`config.mk`:
```
export PLATFORM = sky130hd
export DESIGN_NAME = cmos_pattern_gen_flat
export DESIGN_NICKNAME = d
export VERILOG_FILES = /design/src/rtl/cmos_gen_pkg.sv /design/src/rtl/cmos_pattern_gen_if.sv /design/src/rtl/cmos_pattern_pix.sv /design/src/rtl/cmos_pattern_gen.sv /design/src/flat_wrapper.sv
export SDC_FILE = /design/constraint.sdc
export NUM_CORES = 1
export LEC_CHECK = 0
export BUFFER_PORTS_ARGS = -buffer_cell sky130_fd_sc_hd__buf_2
export CAP_MARGIN = 25
export CORE_UTILIZATION = 55
export DETAILED_ROUTE_END_ITERATION = 10
export PLACE_DENSITY = 0.75
export SLEW_MARGIN = 10
export SYNTH_ARGS = -nofsm -noshare
export SYNTH_HDL_FRONTEND = slang
export SYNTH_SLANG_ARGS = --single-unit
```
`constraint.sdc`:
```
create_clock -name cmos_pclk -period 11.2 [get_ports cmos_pclk]
set_input_delay 2.24 -clock cmos_pclk [delete_from_list [all_inputs] [get_ports cmos_pclk]]
set_output_delay 2.24 -clock cmos_pclk [all_outputs]
set_load 0.01 [all_outputs]
```
`src/rtl/cmos_gen_pkg.sv`:
```
// Shared types and constants for the DVP camera stimulus source.
// State and pattern encodings plus RGB565 colour constants.
package cmos_gen_pkg;

    typedef enum logic [2:0] {
        ST_IDLE,
        ST_VSYNC,
        ST_V_FRONT,
        ST_H_BLANK,
        ST_ACTIVE,
        ST_V_BACK
    } state_e;

    typedef enum logic [1:0] {
        PAT_BARS,
        PAT_GRAD,
        PAT_CHECK,
        PAT_SOLID
    } pattern_e;

    localparam logic [15:0] RED   = 16'hF800;
    localparam logic [15:0] GREEN = 16'h07E0;
    localparam logic [15:0] BLUE  = 16'h001F;
    localparam logic [15:0] WHITE = 16'hFFFF;
    localparam logic [15:0] BLACK = 16'h0000;

    function automatic int max2(input int a, input int b);
        return (a > b) ? a : b;
    endfunction

endpackage

```
`src/rtl/cmos_pattern_gen_if.sv`:
```
// Byte-serial DVP camera bus plus frame status, as seen by the capture path.
interface cmos_pattern_gen_if;

    logic [7:0]  cmos_data;
    logic        cmos_href;
    logic        cmos_vsyn;
    logic [15:0] frame_cnt;
    logic        frame_done;

    modport master (output cmos_data, cmos_href, cmos_vsyn, frame_cnt, frame_done);
    modport slave  (input  cmos_data, cmos_href, cmos_vsyn, frame_cnt, frame_done);

endinterface

```
`src/rtl/cmos_pattern_pix.sv`:
```
// Combinational pixel source: maps (x, y, pattern, frame tag) to one RGB565 pixel.
// Optional CMOS_LINE_TAG_EN replaces pixel 0 of each line with the line number.
module cmos_pattern_pix
    import cmos_gen_pkg::*;
#(
    parameter int H_ACTIVE = 640,
    parameter int X_W      = 10,
    parameter int Y_W      = 9
) (
    input  logic [X_W-1:0] x,
    input  logic [Y_W-1:0] y,
    input  pattern_e       pattern,
    input  logic [15:0]    frame_tag,
    output logic [15:0]    pix
);

    localparam logic [15:0] BAR_W = 16'(H_ACTIVE / 16);

    always_comb begin
        // NOTE: every output gets a value on every path, so no latch is inferred.
        pix = BLACK;
        unique case (pattern)
            PAT_BARS:  pix = 16'h8000 >> (16'(x) / BAR_W);
            PAT_GRAD:  pix = ((16'(x) & 16'h001F) << 11) | ((16'(x) & 16'h003F) << 5)
                           | (16'(x) & 16'h001F);
            PAT_CHECK: pix = (((16'(x) ^ 16'(y)) & 16'h0020) != 16'h0) ? WHITE : BLACK;
            PAT_SOLID: pix = frame_tag;
        endcase
`ifdef CMOS_LINE_TAG_EN
        if (x == '0) pix = 16'(y);
`endif
    end

endmodule

```
`src/rtl/cmos_pattern_gen.sv`:
```
// DVP camera stimulus source: frame timing FSM and RGB565 byte serialiser.
// Optional feature macro CMOS_LINE_TAG_EN (line-number tag on pixel 0, see cmos_pattern_pix).
module cmos_pattern_gen
    import cmos_gen_pkg::*;
#(
    parameter int H_ACTIVE  = 640,
    parameter int V_ACTIVE  = 480,
    parameter int H_BLANK   = 100,
    parameter int VSYNC_LEN = 1000,
    parameter int V_FRONT   = 100,
    parameter int V_BACK    = 100
) (
    input  logic               cmos_pclk,
    input  logic               rst_n,
    input  logic               gen_en,
    input  logic [1:0]         pattern_sel,
    cmos_pattern_gen_if.master dvp
);

    localparam int X_W     = (H_ACTIVE > 1) ? $clog2(H_ACTIVE) : 1;
    localparam int Y_W     = (V_ACTIVE > 1) ? $clog2(V_ACTIVE) : 1;
    localparam int CNT_MAX = max2(max2(VSYNC_LEN, V_FRONT),
                                  max2(max2(V_BACK, H_BLANK), 2 * H_ACTIVE));
    localparam int CNT_W   = $clog2(CNT_MAX);

    localparam logic [CNT_W-1:0] VSYNC_LAST = CNT_W'(VSYNC_LEN - 1);
    localparam logic [CNT_W-1:0] FRONT_LAST = CNT_W'(V_FRONT - 1);
    localparam logic [CNT_W-1:0] HBLK_LAST  = CNT_W'(H_BLANK - 1);
    localparam logic [CNT_W-1:0] LINE_LAST  = CNT_W'(2 * H_ACTIVE - 1);
    localparam logic [CNT_W-1:0] BACK_LAST  = CNT_W'(V_BACK - 1);
    localparam logic [Y_W-1:0]   Y_LAST     = Y_W'(V_ACTIVE - 1);

    state_e           state_q, state_d;
    logic [CNT_W-1:0] cnt_q, cnt_d;
    logic [Y_W-1:0]   y_q, y_d;
    pattern_e         pat_q, pat_d;
    logic [15:0]      tag_q, tag_d;
    logic [15:0]      frame_cnt_q, frame_cnt_d;
    logic             frame_done_q, frame_done_d;
    logic             href_q, href_d;
    logic             vsyn_q, vsyn_d;
    logic [7:0]       data_q, data_d;
    logic [X_W-1:0]   x_d;
    logic [15:0]      pix;

    // Outputs are precomputed from the next state so they line up with it after the edge.
    assign x_d = cnt_d[X_W:1];

    cmos_pattern_pix #(
        .H_ACTIVE (H_ACTIVE),
        .X_W      (X_W),
        .Y_W      (Y_W)
    ) u_pix (
        .x         (x_d),
        .y         (y_d),
        .pattern   (pat_d),
        .frame_tag (tag_d),
        .pix       (pix)
    );

    always_comb begin
        state_d     = state_q;
        cnt_d       = cnt_q + 1'b1;
        y_d         = y_q;
        pat_d       = pat_q;
        tag_d       = tag_q;
        frame_cnt_d = frame_cnt_q;
        unique case (state_q)
            ST_IDLE: begin
                cnt_d = '0;
                if (gen_en) begin
                    state_d = ST_VSYNC;
                    pat_d   = pattern_e'(pattern_sel);
                    tag_d   = frame_cnt_q;
                end
            end
            ST_VSYNC: if (cnt_q == VSYNC_LAST) begin
                state_d = ST_V_FRONT;
                cnt_d   = '0;
            end
            ST_V_FRONT: if (cnt_q == FRONT_LAST) begin
                state_d = ST_H_BLANK;
                cnt_d   = '0;
                y_d     = '0;
            end
            ST_H_BLANK: if (cnt_q == HBLK_LAST) begin
                state_d = ST_ACTIVE;
                cnt_d   = '0;
            end
            ST_ACTIVE: if (cnt_q == LINE_LAST) begin
                cnt_d = '0;
                if (y_q == Y_LAST) begin
                    state_d = ST_V_BACK;
                end else begin
                    state_d = ST_H_BLANK;
                    y_d     = y_q + 1'b1;
                end
            end
            ST_V_BACK: if (cnt_q == BACK_LAST) begin
                cnt_d = '0;
                if (gen_en) begin
                    state_d = ST_VSYNC;
                    pat_d   = pattern_e'(pattern_sel);
                    tag_d   = frame_cnt_q;
                end else begin
                    state_d = ST_IDLE;
                end
            end
            default: state_d = ST_IDLE;
        endcase

        // The frame counter steps on the edge that enters the last back-porch cycle.
        frame_done_d = (state_d == ST_V_BACK) && (cnt_d == BACK_LAST);
        if (frame_done_d) frame_cnt_d = frame_cnt_q + 16'd1;

        href_d = (state_d == ST_ACTIVE);
        vsyn_d = (state_d == ST_VSYNC);
        data_d = href_d ? (cnt_d[0] ? pix[7:0] : pix[15:8]) : 8'h00;
    end

    always_ff @(posedge cmos_pclk) begin
        // NOTE: non-blocking assignments so every flop samples pre-edge values.
        if (!rst_n) begin
            state_q      <= ST_IDLE;
            cnt_q        <= '0;
            y_q          <= '0;
            pat_q        <= PAT_BARS;
            tag_q        <= '0;
            frame_cnt_q  <= '0;
            frame_done_q <= 1'b0;
            href_q       <= 1'b0;
            vsyn_q       <= 1'b0;
            data_q       <= '0;
        end else begin
            state_q      <= state_d;
            cnt_q        <= cnt_d;
            y_q          <= y_d;
            pat_q        <= pat_d;
            tag_q        <= tag_d;
            frame_cnt_q  <= frame_cnt_d;
            frame_done_q <= frame_done_d;
            href_q       <= href_d;
            vsyn_q       <= vsyn_d;
            data_q       <= data_d;
        end
    end

    assign dvp.cmos_data  = data_q;
    assign dvp.cmos_href  = href_q;
    assign dvp.cmos_vsyn  = vsyn_q;
    assign dvp.frame_cnt  = frame_cnt_q;
    assign dvp.frame_done = frame_done_q;

endmodule
```
`src/flat_wrapper.sv`:
```
// flat-port wrapper written by rule: the top's interface ports become plain ports
module cmos_pattern_gen_flat import cmos_gen_pkg::*;
#(
    parameter int H_ACTIVE  = 640,
    parameter int V_ACTIVE  = 480,
    parameter int H_BLANK   = 100,
    parameter int VSYNC_LEN = 1000,
    parameter int V_FRONT   = 100,
    parameter int V_BACK    = 100
)
  (cmos_pclk, rst_n, gen_en, pattern_sel, dvp_cmos_data, dvp_cmos_href, dvp_cmos_vsyn, dvp_frame_cnt, dvp_frame_done);
  cmos_pattern_gen_if dvp_i ();
  input  logic cmos_pclk;
  input  logic rst_n;
  input  logic gen_en;
  input  logic [1:0] pattern_sel;
  output wire logic [$bits(dvp_i.cmos_data)-1:0] dvp_cmos_data;
  output wire logic [$bits(dvp_i.cmos_href)-1:0] dvp_cmos_href;
  output wire logic [$bits(dvp_i.cmos_vsyn)-1:0] dvp_cmos_vsyn;
  output wire logic [$bits(dvp_i.frame_cnt)-1:0] dvp_frame_cnt;
  output wire logic [$bits(dvp_i.frame_done)-1:0] dvp_frame_done;
  assign dvp_cmos_data = dvp_i.cmos_data;
  assign dvp_cmos_href = dvp_i.cmos_href;
  assign dvp_cmos_vsyn = dvp_i.cmos_vsyn;
  assign dvp_frame_cnt = dvp_i.frame_cnt;
  assign dvp_frame_done = dvp_i.frame_done;
  cmos_pattern_gen #(.H_ACTIVE(H_ACTIVE), .V_ACTIVE(V_ACTIVE), .H_BLANK(H_BLANK), .VSYNC_LEN(VSYNC_LEN), .V_FRONT(V_FRONT), .V_BACK(V_BACK)) u_core (.cmos_pclk(cmos_pclk), .rst_n(rst_n), .gen_en(gen_en), .pattern_sel(pattern_sel), .dvp(dvp_i));
endmodule
```
==> flow_summary_export.csv, run 1 <==
group,metric,value,unit
status,status,"complete, no violations",
clock_network,clk-insertion-delay-late,0.35,ns
worst_setup_path,path_max_fanout,17,
grt,grt_max_degree,45,
grt,grt-ovfl-total,0,
floorplan,dieArea,8480,um2
clock_network,clock-root-buffer,"clkbuf_8",
clock_network,tritoncts,"built",
clock_network,post_cts_buffers,0,
synth,synth_nets,594,
routing,wl_per_cell,17.5,um
worst_setup_path,cpPeakStageDelay,0.68,ns
clock_network,cts_buffers,9,
timing,fin_worst_skew,0.0118,ns
flow_run,maxCapViolations,0,
timing,fin_crit_sh,0.396,
routing,drtAntennaViolNets,0,
timing,slew_headroom,0.406,
power,powerDensity,102,nW/um2
synth,yosysSeqAreaShare,0.305,
worst_setup_path,crit_required,11.45,ns
grt,grt_pass1_vias,3983,
synth,async_reset_ff_frac,0,
timing,max_slew.worst_pin.slew,0.868,ns
finish,drive_gt1_frac,0.118,
routing,wl,12.3,mm
finish,diodes,0,
grt,grtUsageTotal,0.300,
synth,syn_avg_cell_area,7.62,um2
finish,fillers,720,
clock_network,cts_max_level,3,
worst_setup_path,worstPathCellList,"buf_2, nor2b_1, nand2_1, mux2i_1, a211o_1, nor4_1, nor2_1, a221oi_1",
clock_network,clockBufferDepth,2,
worst_setup_path,endpoint_kind,"flop",
place,port_buffers,31,
timing,setup_violations,0,
finish,final_common_cell,"nor2_1",
routing,vias,4507,
place,place_congestion,0.954,
timing,setup_slack,6.76,ns
worst_setup_path,crit_type,"input port to flop",
finish,area_growth_syn_to_layout,8.32,%
synth,synthFlopType,"dfxtp_1",
synth,synth_cell_types,72,
clock_network,clk_pin_slew,0.08,ns
worst_setup_path,worstPathArrival,4.69,ns
finish,regArea,1360,um2
routing,first_iter_violations,343,
min_path,hp-class,"flop to flop",
place,place_ws,6.46,ns
worst_setup_path,slowest_stage,"nand2_1",
routing,drt_first_pass_iters,5,
timing,tns,0,ns
finish,layout.nets,606,
finish,mostFrequentLayoutCells,"nor2_1 (96), dfxtp_1 (68), nand2_1 (37)",
place,dp_hpwl,8.95,mm
worst_setup_path,critPathLaunchType,"input port",
synth,syn_inst,586,
floorplan,initial_core_util,0.572,
synth,netlist_area,4460,um2
floorplan,die_h,92.1,um
floorplan,rows,32,
floorplan,ioPinCount,32,
timing,maxSlewViolCount,0,
timing,max_freq,225,MHz
synth,yosysWarnings,0,
grt,grt_first_pass_wirelength,20.1,mm
timing,period_minus_slack,4.44,ns
clock_network,post_cts_resize_count,0,
grt,antenna_found_initial,0,
power,p_leak,0.00174,uW
clock_network,cts_hold_buffers,0,
routing,drc,0,
timing,hold_viol,0,
timing,rsz0062_at_grt,"false",
power,ir_worst_vdd,53.4,uV
clock_network,cts_sinks,68,
floorplan,die-width,92.1,um
synth,synth_seq_cells,68,
routing,vias_per_cell,6.39,
floorplan,core_area,7810,um2
synth,synth-edff-count,0,
finish,multiInputGateArea,2910,um2
[power by group]
part / switching [uW] / internal [uW]
Sequential: 2.74 / 243
Clock: 107 / 107
Combinational: 23.3 / 12.7
Total: 133 / 362
[logic make-up (layout without fill, tap and decap cells)]
group / count (synthesis) / after routing / synth area share
multiplexers: 21 / 21 / 0.0471
XOR/XNOR: 31 / 31 / 0.0608
AO/OA/AOI/OAI: 129 / 129 / 0.203
adder cells (fa/ha/maj): 3 / 3 / 0.00841
flip-flops: 68 / 68 / 0.305
AND/OR/NAND/NOR: 287 / 287 / 0.332
buffers and inverters: 47 / 64 / 0.0434
[cell type report]
cell class | instances | area share
well taps | 102 | 0.0264
repair buffers | 34 | 0.0367
clock buffers | 9 | 0.0256
inverters | 14 | 0.0109
flip-flops and latches | 68 | 0.282
multi-input cells | 471 | 0.602
clock inverters | 7 | 0.0173
[worst max-delay path, delay by kind of cell]
family / cells / cell delay (ns)
AO/OA/AOI/OAI: 2 / 0.60
buffers and inverters: 1 / 0.13
multiplexers: 1 / 0.30
AND/OR/NAND/NOR: 4 / 1.41
[cells in the mapped netlist, types with 7 or more instances]
cell type | instances | area share
xor2_1 | 7 | 0.014
a31oi_1 | 10 | 0.014
nor2_1 | 96 | 0.081
nand3_1 | 21 | 0.024
nand2_1 | 37 | 0.031
or3_1 | 13 | 0.018
nand2b_1 | 9 | 0.013
nor4_1 | 18 | 0.025
nor3_1 | 30 | 0.034
o31ai_1 | 7 | 0.012
dfxtp_1 | 68 | 0.30
mux2i_1 | 21 | 0.047
xnor2_1 | 24 | 0.047
and3_1 | 7 | 0.0098
a21oi_1 | 28 | 0.031
clkbuf_1 | 26 | 0.022
o21ai_0 | 23 | 0.026
inv_1 | 12 | 0.010
nand4_1 | 13 | 0.018
[metal layers]
| layer | up-vias | track usage | share of wire |
|---|---|---|---|
| li1 | 2190 | - | - |
| met1 | 2126 | 0.415 | 0.47 |
| met2 | 163 | 0.457 | 0.45 |
| met3 | 28 | 0.0547 | 0.060 |
| met4 | 0 | 0.122 | 0.022 |
| met5 | - | 0 | 0 |
[state kept, by name (all words and copies together), names as in the netlist, named ones only]
name and cells:
u_core.cnt_q 11, u_core.dvp.frame_done 1, u_core.dvp.cmos_href 1, u_core.pat_q 2, u_core.state_q 3, u_core.tag_q 16, u_core.dvp.frame_cnt 16, u_core.dvp.cmos_vsyn 1
u_core.dvp.cmos_data 8, u_core.y_q 4
[metrics by stage]
| step | cells | area (um2) | util | hold WS, ns | total power (uW) |
|---|---|---|---|---|---|
| 6_report | 705 | 4840 | 0.619 | 0.462 | 496 |
| 5_1_grt | 705 | 4840 | 0.619 | 0.513 | 515 |
| 4_1_cts | 705 | 4840 | 0.619 | 0.464 | 497 |
| 3_5_place_dp | 689 | 4630 | 0.593 | 0.451 | 287 |
| 3_3_place_gp | 689 | 4630 | 0.593 | 0.438 | 286 |
| 2_1_floorplan | 586 | 4460 | - | 0.422 | 279 |
[final timing paths]
kind | startpoint | end | slack, ns | cells after the start
max | gen_en | u_core.dvp.cmos_data[3]$_SDFF_PN0_ | 6.76 | 8
min | u_core.y_q[8]$_SDFFE_PN0P_ | u_core.y_q[8]$_SDFFE_PN0P_ | 0.46 | 1
max reg2reg | u_core.cnt_q[0]$_SDFF_PN0_ | u_core.dvp.cmos_data[3]$_SDFF_PN0_ | 6.83 | 10
min reg2reg | u_core.y_q[8]$_SDFFE_PN0P_ | u_core.y_q[8]$_SDFFE_PN0P_ | 0.46 | 1
Note: power is estimated with default switching activity, not from simulation.
==> run 2: changes to the inputs <==
ABC_AREA = 1   (was not set)
PLACE_DENSITY = 0.78   (was 0.75)
clock period = 3.8 ns   (was 11.2 ns; I/O delays follow)
==> flow_summary_export.csv, run 2 <==
group,metric,value,unit
status,status,"complete, no violations",
synth,synth_cell_types,44,
worst_setup_path,r2r_slack,0.42,ns
clock_network,clockBufferDepth,2,
worst_setup_path,rr_worst_depth,22,
synth,syn_avg_cell_area,6.71,um2
power,p_comb_frac,0.069,
timing,max_slew.worst_pin.slew,0.804,ns
worst_setup_path,r2r-end,"u_core.dvp.frame_cnt[15]$_SDFFE_PN0P_",
finish,diodes,0,
finish,regArea,1360,um2
timing,hold_viol,0,
power,power.clock.fraction,0.453,
min_path,min_from,"u_core.pat_q[1]$_SDFF_PN0_",
timing,setup_violations,0,
grt,grt_first_pass_wirelength,16.4,mm
worst_setup_path,endpoint_kind,"flop",
synth,synthFlopType,"dfxtp_1",
floorplan,dieArea,7880,um2
clock_network,tritoncts,"built",
worst_setup_path,crit_cells,22,
synth,syn_inst,617,
synth,synthTopCellsByArea,"dfxtp_1 (33%), nand2_1 (9.7%), inv_1 (9.1%), nor2_1 (8.4%), a21oi_1 (5.7%)",
floorplan,initial_core_util,0.571,
clock_network,cts_max_level,3,
routing,drtAntennaViolNets,0,
floorplan,die-width,88.8,um
routing,drc,0,
floorplan,die_h,88.8,um
place,place_congestion,0.897,
worst_setup_path,slowest_stage,"dfxtp_1",
finish,multiInputGateArea,2300,um2
flow_run,maxCapViolations,0,
worst_setup_path,worstPathCellList,"ha_2, nand2_1, inv_1, nand2_1, nor2_4, o21ai_2, nor2_8, nor2_2, inv_1, nor2_1, nand4_1, nor2_1, nand3_1, inv_2, nand2_1, nor2_1, inv_2, nor2_4, nand4_1, nand3b_1, o21ai_1, a21oi_1",
power,power,1500,uW
worst_setup_path,reg2reg_from,"u_core.cnt_q[0]$_SDFF_PN0_",
synth,synth_nets,625,
power,powerDensity,327,nW/um2
worst_setup_path,critPathLaunch,"u_core.cnt_q[0]$_SDFF_PN0_",
finish,final_common_cell,"nand2_1",
worst_setup_path,crit_type,"flop to flop",
power,seqPwrFrac,0.479,
worst_setup_path,crit_family,"simple AND/OR/NAND/NOR gates",
grt,grt_max_degree,47,
timing,rsz0062_at_grt,"false",
synth,yosysWarnings,0,
timing,fin_worst_skew,0.0111,ns
synth,async_reset_ff_frac,0,
grt,grt-ovfl-total,0,
finish,drive_gt1_frac,0.172,
routing,first_iter_violations,273,
grt,grtUsageTotal,0.273,
power,p_int,1120,uW
worst_setup_path,path_max_fanout,12,
clock_network,cts_hold_buffers,0,
floorplan,ioPinCount,32,
synth,synth_common_cells,"nand2_1 (107), inv_1 (100), nor2_1 (93)",
routing,wl,10.1,mm
synth,yosysSeqAreaShare,0.329,
grt,grt_pass1_vias,3650,
finish,layout.nets,659,
grt,antenna_found_initial,0,
worst_setup_path,cpPeakStageDelay,0.35,ns
clock_network,clk-insertion-delay-late,0.36,ns
finish,mostFrequentLayoutCells,"nand2_1 (106), inv_1 (100), nor2_1 (93)",
timing,slew_headroom,0.464,
place,dp_hpwl,7.57,mm
power,power_switching,382,uW
clock_network,clock-root-buffer,"clkbuf_8",
routing,vias_per_cell,5.31,
timing,maxSlewViolCount,0,
worst_setup_path,worstPathArrival,3.64,ns
floorplan,core_area,7250,um2
timing,tns,0,ns
finish,area_growth_syn_to_layout,11.1,%
power,ir_worst_vdd,358,uV
timing,max_freq,296,MHz
clock_network,cts_buffers,9,
finish,fillers,679,
clock_network,post_cts_buffers,0,
worst_setup_path,critPathLaunchType,"flop",
synth,synth_seq_cells,68,
worst_setup_path,endpoint,"u_core.dvp.frame_cnt[15]$_SDFFE_PN0P_",
min_path,hp-class,"flop to flop",
place,port_buffers,31,
clock_network,cts_sinks,68,
power,p_leak,0.00199,uW
synth,synth-edff-count,0,
timing,period_minus_slack,3.38,ns
routing,wl_per_cell,13.4,um
timing,fin_crit_sh,0.890,
power,netSwitchingFraction,0.255,
routing,vias,4010,
synth,yosysTopAreaCellShare,0.329,
clock_network,clk_pin_slew,0.08,ns
synth,netlist_area,4140,um2
worst_setup_path,crit_required,4.06,ns
floorplan,rows,31,
synth,yosys.area.top_type,"dfxtp_1",
synth,yosysMostFrequentCell,"nand2_1",
worst_setup_path,crit_buf_inv,4,
routing,drt_first_pass_iters,5,
-- run 2: per-stage QoR --
stage	instances	setup slack, ns	utilization	hold WS [ns]	cell area, um2
2_1_floorplan	617	0.976	-	0.442	4140
3_3_place_gp	739	0.536	0.603	0.457	4370
3_5_place_dp	739	0.361	0.603	0.463	4370
4_1_cts	755	0.366	0.633	0.474	4590
5_1_grt	755	0.0174	0.634	0.504	4600
6_report	755	0.419	0.634	0.474	4600
-- run 2: worst reg2reg max path, cell delays in order (launching register included) --
cell and delay, ns:
dfxtp_1 0.35, ha_2 0.24, nand2_1 0.09, inv_1 0.04
nand2_1 0.09, nor2_4 0.06, o21ai_2 0.22, nor2_8 0.08
nor2_2 0.36, inv_1 0.23, nor2_1 0.13, nand4_1 0.11
nor2_1 0.10, nand3_1 0.13, inv_2 0.13, nand2_1 0.08
nor2_1 0.14, inv_2 0.08, nor2_4 0.11, nand4_1 0.12
nand3b_1 0.21, o21ai_1 0.13, a21oi_1 0.05
-- run 2: final cells by class --
cell class	count	area share
clock inverters	7	0.0215
repair buffers	32	0.0354
inverters	113	0.0922
well taps	99	0.0269
clock buffers	9	0.0269
flip-flops and latches	68	0.296
multi-input cells	427	0.501
-- run 2: cell families after synthesis --
group	synth area share
simple gates	0.371
flops	0.329
buf+inv	0.116
mux	0.0190
compound gates	0.141
fa+ha+maj	0.00907
xor+xnor	0.0163
-- run 2: layer usage --
layer	up-vias	global-route usage	wire length, um
met1	1821	0.339	4650
li1	2063	-	-
met2	103	0.461	4810
met5	-	0	0
met4	0	0.116	258
met3	23	0.0532	415
-- run 2: power by group through the flow --
stage                     clock network [uW]  logic [uW]  registers [uW]
after floorplan                            0        80.2             736
after global placement                     0         101             735
after detailed placement                   0         101             736
after CTS                                682         101             719
after global routing                     713         114             720
final                                    680         103             719
-- run 2: repair_timing --
item | 4_1_cts | 5_1_grt
hold endpoints to repair | 0 | 0
gates resized for setup | 0 | 2
endpoints found under the setup margin | 0 | 3
-- run 2: worst min path at each step --
| stage | endpoint | slack, ns | cells after the start |
|---|---|---|---|
| after floorplan | flop | 0.44 | 1 |
| after global placement | u_core.pat_q[1]$_SDFF_PN0_ | 0.46 | 2 |
| after detailed placement | flop | 0.46 | 1 |
| after CTS | flop | 0.47 | 1 |
| after global routing | flop | 0.50 | 1 |
| final | u_core.pat_q[1]$_SDFF_PN0_ | 0.47 | 2 |
